**config.mk**
```make
export PLATFORM = sky130hd
export DESIGN_NAME = pipe_stage_elastic
export DESIGN_NICKNAME = d
export VERILOG_FILES = /design/src/rtl/pipe_stage_elastic.sv
export SDC_FILE = /design/constraint.sdc
export NUM_CORES = 1
export LEC_CHECK = 0
export BUFFER_PORTS_ARGS = -buffer_cell sky130_fd_sc_hd__buf_2
export CAP_MARGIN = 20
export CORE_UTILIZATION = 55
export DETAILED_ROUTE_END_ITERATION = 8
export PLACE_DENSITY = 0.94
export SETUP_SLACK_MARGIN = 0.15
export SLEW_MARGIN = 30
export SYNTH_ARGS = -nofsm -noshare
export SYNTH_HDL_FRONTEND = slang
export SYNTH_SLANG_ARGS = --single-unit
```
**constraint.sdc**
```tcl
create_clock -name i_clk -period 11.06 [get_ports i_clk]
set_input_delay 0.553 -clock i_clk [delete_from_list [all_inputs] [get_ports i_clk]]
set_output_delay 0.553 -clock i_clk [all_outputs]
set_load 0.05 [all_outputs]
```
**src/rtl/pipe_stage_elastic.sv**
```systemverilog
// rtl/pipe_stage_elastic.sv - elastic valid/ready pipeline register with optional 2-entry skid buffer
//
// Purpose: inter-stage register for the RV32 pipeline (IF/ID, ID/EX, EX/MEM, MEM/WB).
//   Carries an opaque control field and a data payload. Supports backpressure, flush and,
//   when SKID_EN=1, a skid entry so that o_ready can come straight from a register.
// Ports:
//   i_clk, i_rst           clock (rising edge), asynchronous active-high reset
//   i_flush                synchronous squash of every held entry
//   i_valid/o_ready        upstream handshake, with i_ctrl/i_data
//   o_valid/i_ready        downstream handshake, with o_ctrl/o_data
//   o_occupancy            number of held entries (0..2)
module pipe_stage_elastic #(
    parameter int DATA_W  = 96,
    parameter int CTRL_W  = 16,
    parameter bit SKID_EN = 1'b1
) (
    input  logic              i_clk,
    input  logic              i_rst,
    input  logic              i_flush,
    input  logic              i_valid,
    output logic              o_ready,
    input  logic [CTRL_W-1:0] i_ctrl,
    input  logic [DATA_W-1:0] i_data,
    output logic              o_valid,
    input  logic              i_ready,
    output logic [CTRL_W-1:0] o_ctrl,
    output logic [DATA_W-1:0] o_data,
    output logic [1:0]        o_occupancy
);

    // Encoding equals the number of held entries, so occupancy is the state itself.
    typedef enum logic [1:0] {
        EMPTY = 2'd0,
        BUSY  = 2'd1,
        FULL  = 2'd2
    } state_t;

    state_t            state;
    state_t            state_n;
    logic [CTRL_W-1:0] main_ctrl;
    logic [DATA_W-1:0] main_data;
    logic [CTRL_W-1:0] skid_ctrl;
    logic [DATA_W-1:0] skid_data;
    logic              load_main_in;
    logic              load_main_skid;
    logic              load_skid;
    logic              accept;
    logic              issue;

    assign o_valid     = (state != EMPTY);
    // With the skid entry, o_ready depends only on the state register and never on i_ready.
    assign o_ready     = SKID_EN ? (state != FULL) : (!o_valid || i_ready);
    assign accept      = i_valid && o_ready;
    assign issue       = o_valid && i_ready;
    assign o_occupancy = state;
    // Bubbles present a zero control word so downstream write-enables stay off.
    assign o_ctrl      = o_valid ? main_ctrl : '0;
    assign o_data      = main_data;

    always_comb begin
        state_n        = state;
        load_main_in   = 1'b0;
        load_main_skid = 1'b0;
        load_skid      = 1'b0;
        if (i_flush) begin
            // Flush wins over everything; a same-cycle accept is simply dropped.
            state_n = EMPTY;
        end else begin
            case (state)
                EMPTY: begin
                    if (accept) begin
                        state_n      = BUSY;
                        load_main_in = 1'b1;
                    end
                end
                BUSY: begin
                    if (accept && issue) begin
                        load_main_in = 1'b1;
                    end else if (accept) begin
                        // Only reachable with the skid entry: without it, accepting while
                        // holding an entry implies i_ready, i.e. a simultaneous issue.
                        if (SKID_EN) begin
                            state_n   = FULL;
                            load_skid = 1'b1;
                        end
                    end else if (issue) begin
                        state_n = EMPTY;
                    end
                end
                FULL: begin
                    if (issue) begin
                        state_n        = BUSY;
                        load_main_skid = 1'b1;
                    end
                end
                default: state_n = EMPTY;
            endcase
        end
    end

    always_ff @(posedge i_clk or posedge i_rst) begin
        if (i_rst) begin
            state     <= EMPTY;
            main_ctrl <= '0;
            main_data <= '0;
            skid_ctrl <= '0;
            skid_data <= '0;
        end else begin
            state <= state_n;
            if (load_main_in) begin
                main_ctrl <= i_ctrl;
                main_data <= i_data;
            end else if (load_main_skid) begin
                main_ctrl <= skid_ctrl;
                main_data <= skid_data;
            end
            if (load_skid) begin
                skid_ctrl <= i_ctrl;
                skid_data <= i_data;
            end
        end
    end

endmodule

```
==> impl_results.md <==
- Largest net degree at the start of global routing: 143
- Routed wire length on met2: ~10000 µm
- Total wire length: 21200 µm
- Vias in the first global route: ~6600
- CTS max path bufs: 3
- Data required, critical path: between 10000 and 15000 ps
- WL met3: approximately 1300 µm
- Final Skew: around 7.4 ps
- Critical Path, Cell by Cell: and4bb_4, buf_12, a21oi_4, buf_4, a221o_1
- Top_reg_cell synth: dfrtp_1
- Synth Warn #: 0
- Starting density of the core: 0.5722
- Commonest non-fill, non-tap cells in the layout: buf_2 (232), dfrtp_1 (226), a221o_1 (111), and2_1 (97), mux2_1 (80)
- Pin slew with the least headroom to its limit: roughly 840 ps
- Setup violators final: 0
- Ports: about 230
- Placed Area: between 10000 and 15000 µm²
- Post-CTS setup buffer count: 0
- Leakage: 0.005512 µW
- Gr ovfl total: 0
- Worst-path clk slew: roughly 60 ps
- Mean routed wirelength per cell: around 19 µm
- First-pass DRT Iterations: 4
- Die H: approximately 130 µm
- Slew margin rel.: 0.4433
- Worst-Skew Late Latency: about 500 ps
- Final Hold Vio Count: 0
- VDD IR max: roughly 0.15 mV
- Critical path peak fanout: 74
- Top routing layer used: met4
- Synthesized instance count: ~650
- H-tree Lvls: 1
- Placed cells: approximately 1100
- Post-synth EDFFs: 0
- TritonCTS Sinks: 226
- Synth area leaders: dfrtp_1 (61%), a221o_1 (12%), mux2_1 (9.8%), and2_1 (6.6%), mux2_2 (3.9%)
- #FFs+latches synth: 226
- Arrival time worst endpoint: 3030 ps
- CTS buffer count: 24
- Post-Layout Cell Count: around 1100
- CTS tree: done
- Seq/Total Area, Yosys: 0.6133
- Nets@finish: about 980
- Fillers: roughly 1100
- IO buf count: between 200 and 250
- CP Capture Type: flip-flop
- Max Slew Vio Count: 0
- Initial antenna violation count: 2
- Post-CTS sizing: 0
- First-pass GRT wire length: between 30000 and 40000 µm
- Maximum clock frequency: 384.4 MHz
- Vias/cell: 5.817
- Die area: about 17000 µm²
- RePlAce Congestion: slightly above 0.8
- Clock Tree Root: clkbuf_16
- Hold_buf cts: 0
- Syn_nets: 765
- # DRC: 0
- Netlist Area Pre-Place: just over 9000 µm²
- Slowest stage delay, CP: around 750 ps
- Min-delay worst type: in -> async
- Critical Path Start Type: flip-flop
- RSZ-0062 raised after global routing: false
- Avg Cell Area, Syn: ~14 µm²
- Final period utilization: 0.2352
- Async SR Flop Fraction: 1.000
- Reg2Reg Launch Point: o_occupancy[1]$_DFFE_PP0P_
- Worst R2R Setup Slack: ~8500 ps
- Worst Path Class, Setup: reg -> reg
- Slowest-stage cell, CP: buf_4
- Max-cap violations: 0
- Vias: 6381
- Distinct cells, synth: 25
- Tmin final: around 2600 ps
- Die width: about 130 µm
- Layout area overhead: 22.55%
- Setup tns final: 0 ps
- DR iter-0 viols: 350
- M1 WL: slightly below 9000 µm
- Final WS setup: roughly 8500 ps
- Most common cell after layout, fill and taps aside: buf_2
- Core Area: 16120 µm²
- PD cells: 216.4 nW/µm²
- Post-synth top area cell: dfrtp_1
- Layout cells sized above 1: 0.3584
- Dpl hpwl: roughly 13000 µm
- Overall global routing resource usage: 0.2457
- Outcome: finished clean
- FP Rows: between 40 and 50
- Final Util: 0.7012
- Final Cell Area: roughly 11000 µm²
- Pre-CTS setup slack: between 7000 and 8000 ps
- DRT antenna net count: 0
- Critical path startpoint: o_occupancy[1]$_DFFE_PP0P_
- Yosys top cell area share: 0.6133
stage by stage:
stage | power (µW) | hold slack (ps)
2_1_floorplan | 1534 | 455.6
3_3_place_gp | 1668 | 464.7
3_5_place_dp | 1701 | 472.6
4_1_cts | 2461 | 264.1
5_1_grt | 2547 | 167.6
6_report | 2446 | 116.1
kinds of logic (layout without fill, tap and decap cells):
kind of cell	Yosys count	count (layout)	share of synthesized area
DFF	226	226	0.6133
AOI/OAI and AO/OA	117	117	0.1246
muxes	113	113	0.1379
other	0	2	0
and+or+nand+nor	141	141	0.09701
buffers and inverters	51	282	0.02727
path summary, 6_finish.rpt:
path                                        endpoint  depth (start not counted)
min in group i_clk         skid_data[91]$_DFFE_PP0P_                          2
setup reg to reg              o_data[19]$_DFFE_PP0P_                          5
setup / recovery              o_data[19]$_DFFE_PP0P_                          5
hold / removal                o_data[46]$_DFFE_PP0P_                          2
max in group asynchronous      o_data[4]$_DFFE_PP0P_                          3
hold reg to reg            skid_data[24]$_DFFE_PP0P_                          1
routing by layer:
metal / GRT usage / vias up
li1: - / 2842
met1: 0.3179 / 3221
met2: 0.4130 / 266
met3: 0.04475 / 52
met4: 0.09173 / 0
met5: 0 / -
flip-flops by register name (all words and copies together), names as in the netlist:
name and cells:
main_ctrl 16, skid_ctrl 16, skid_data 96, o_data 96, o_occupancy 2
where the power goes:
group          leakage (µW)  total, µW  switching [µW]  internal (µW)
registers           0.00279       1120            98.8           1020
clock network      0.000369        755             307            449
logic               0.00235        574             377            197
critical path, delay by kind of cell, from the launching register on:
family,cells,cell delay [ps]
flip-flops,1,470
AND/OR/NAND/NOR,1,350
buffers and inverters,2,960
AO/OA/AOI/OAI,2,700
area by class of cell:
class                      count  area, µm²  area share
antenna                        2      5.005   0.0004429
clock buffer                  36      726.9     0.06433
clock inverter                 3      15.01    0.001329
inverter                       2      20.02    0.001771
multi-input combinational    371       3339      0.2955
sequential                   226       5655      0.5004
tap                          216      270.3     0.02392
timing repair buffer         241       1269      0.1123
synth_stat cells (2+ instances only):
library cell  count
a21oi_1           3
a221o_1         111
and2_0           14
and2_1           97
buf_2            21
buf_4             9
clkbuf_1         19
dfrtp_1         226
inv_1             2
mux2_1           80
mux2_2           32
nand2_1           3
nand2b_1          3
nor2b_1          17
Power figures use the tool's default switching activity.
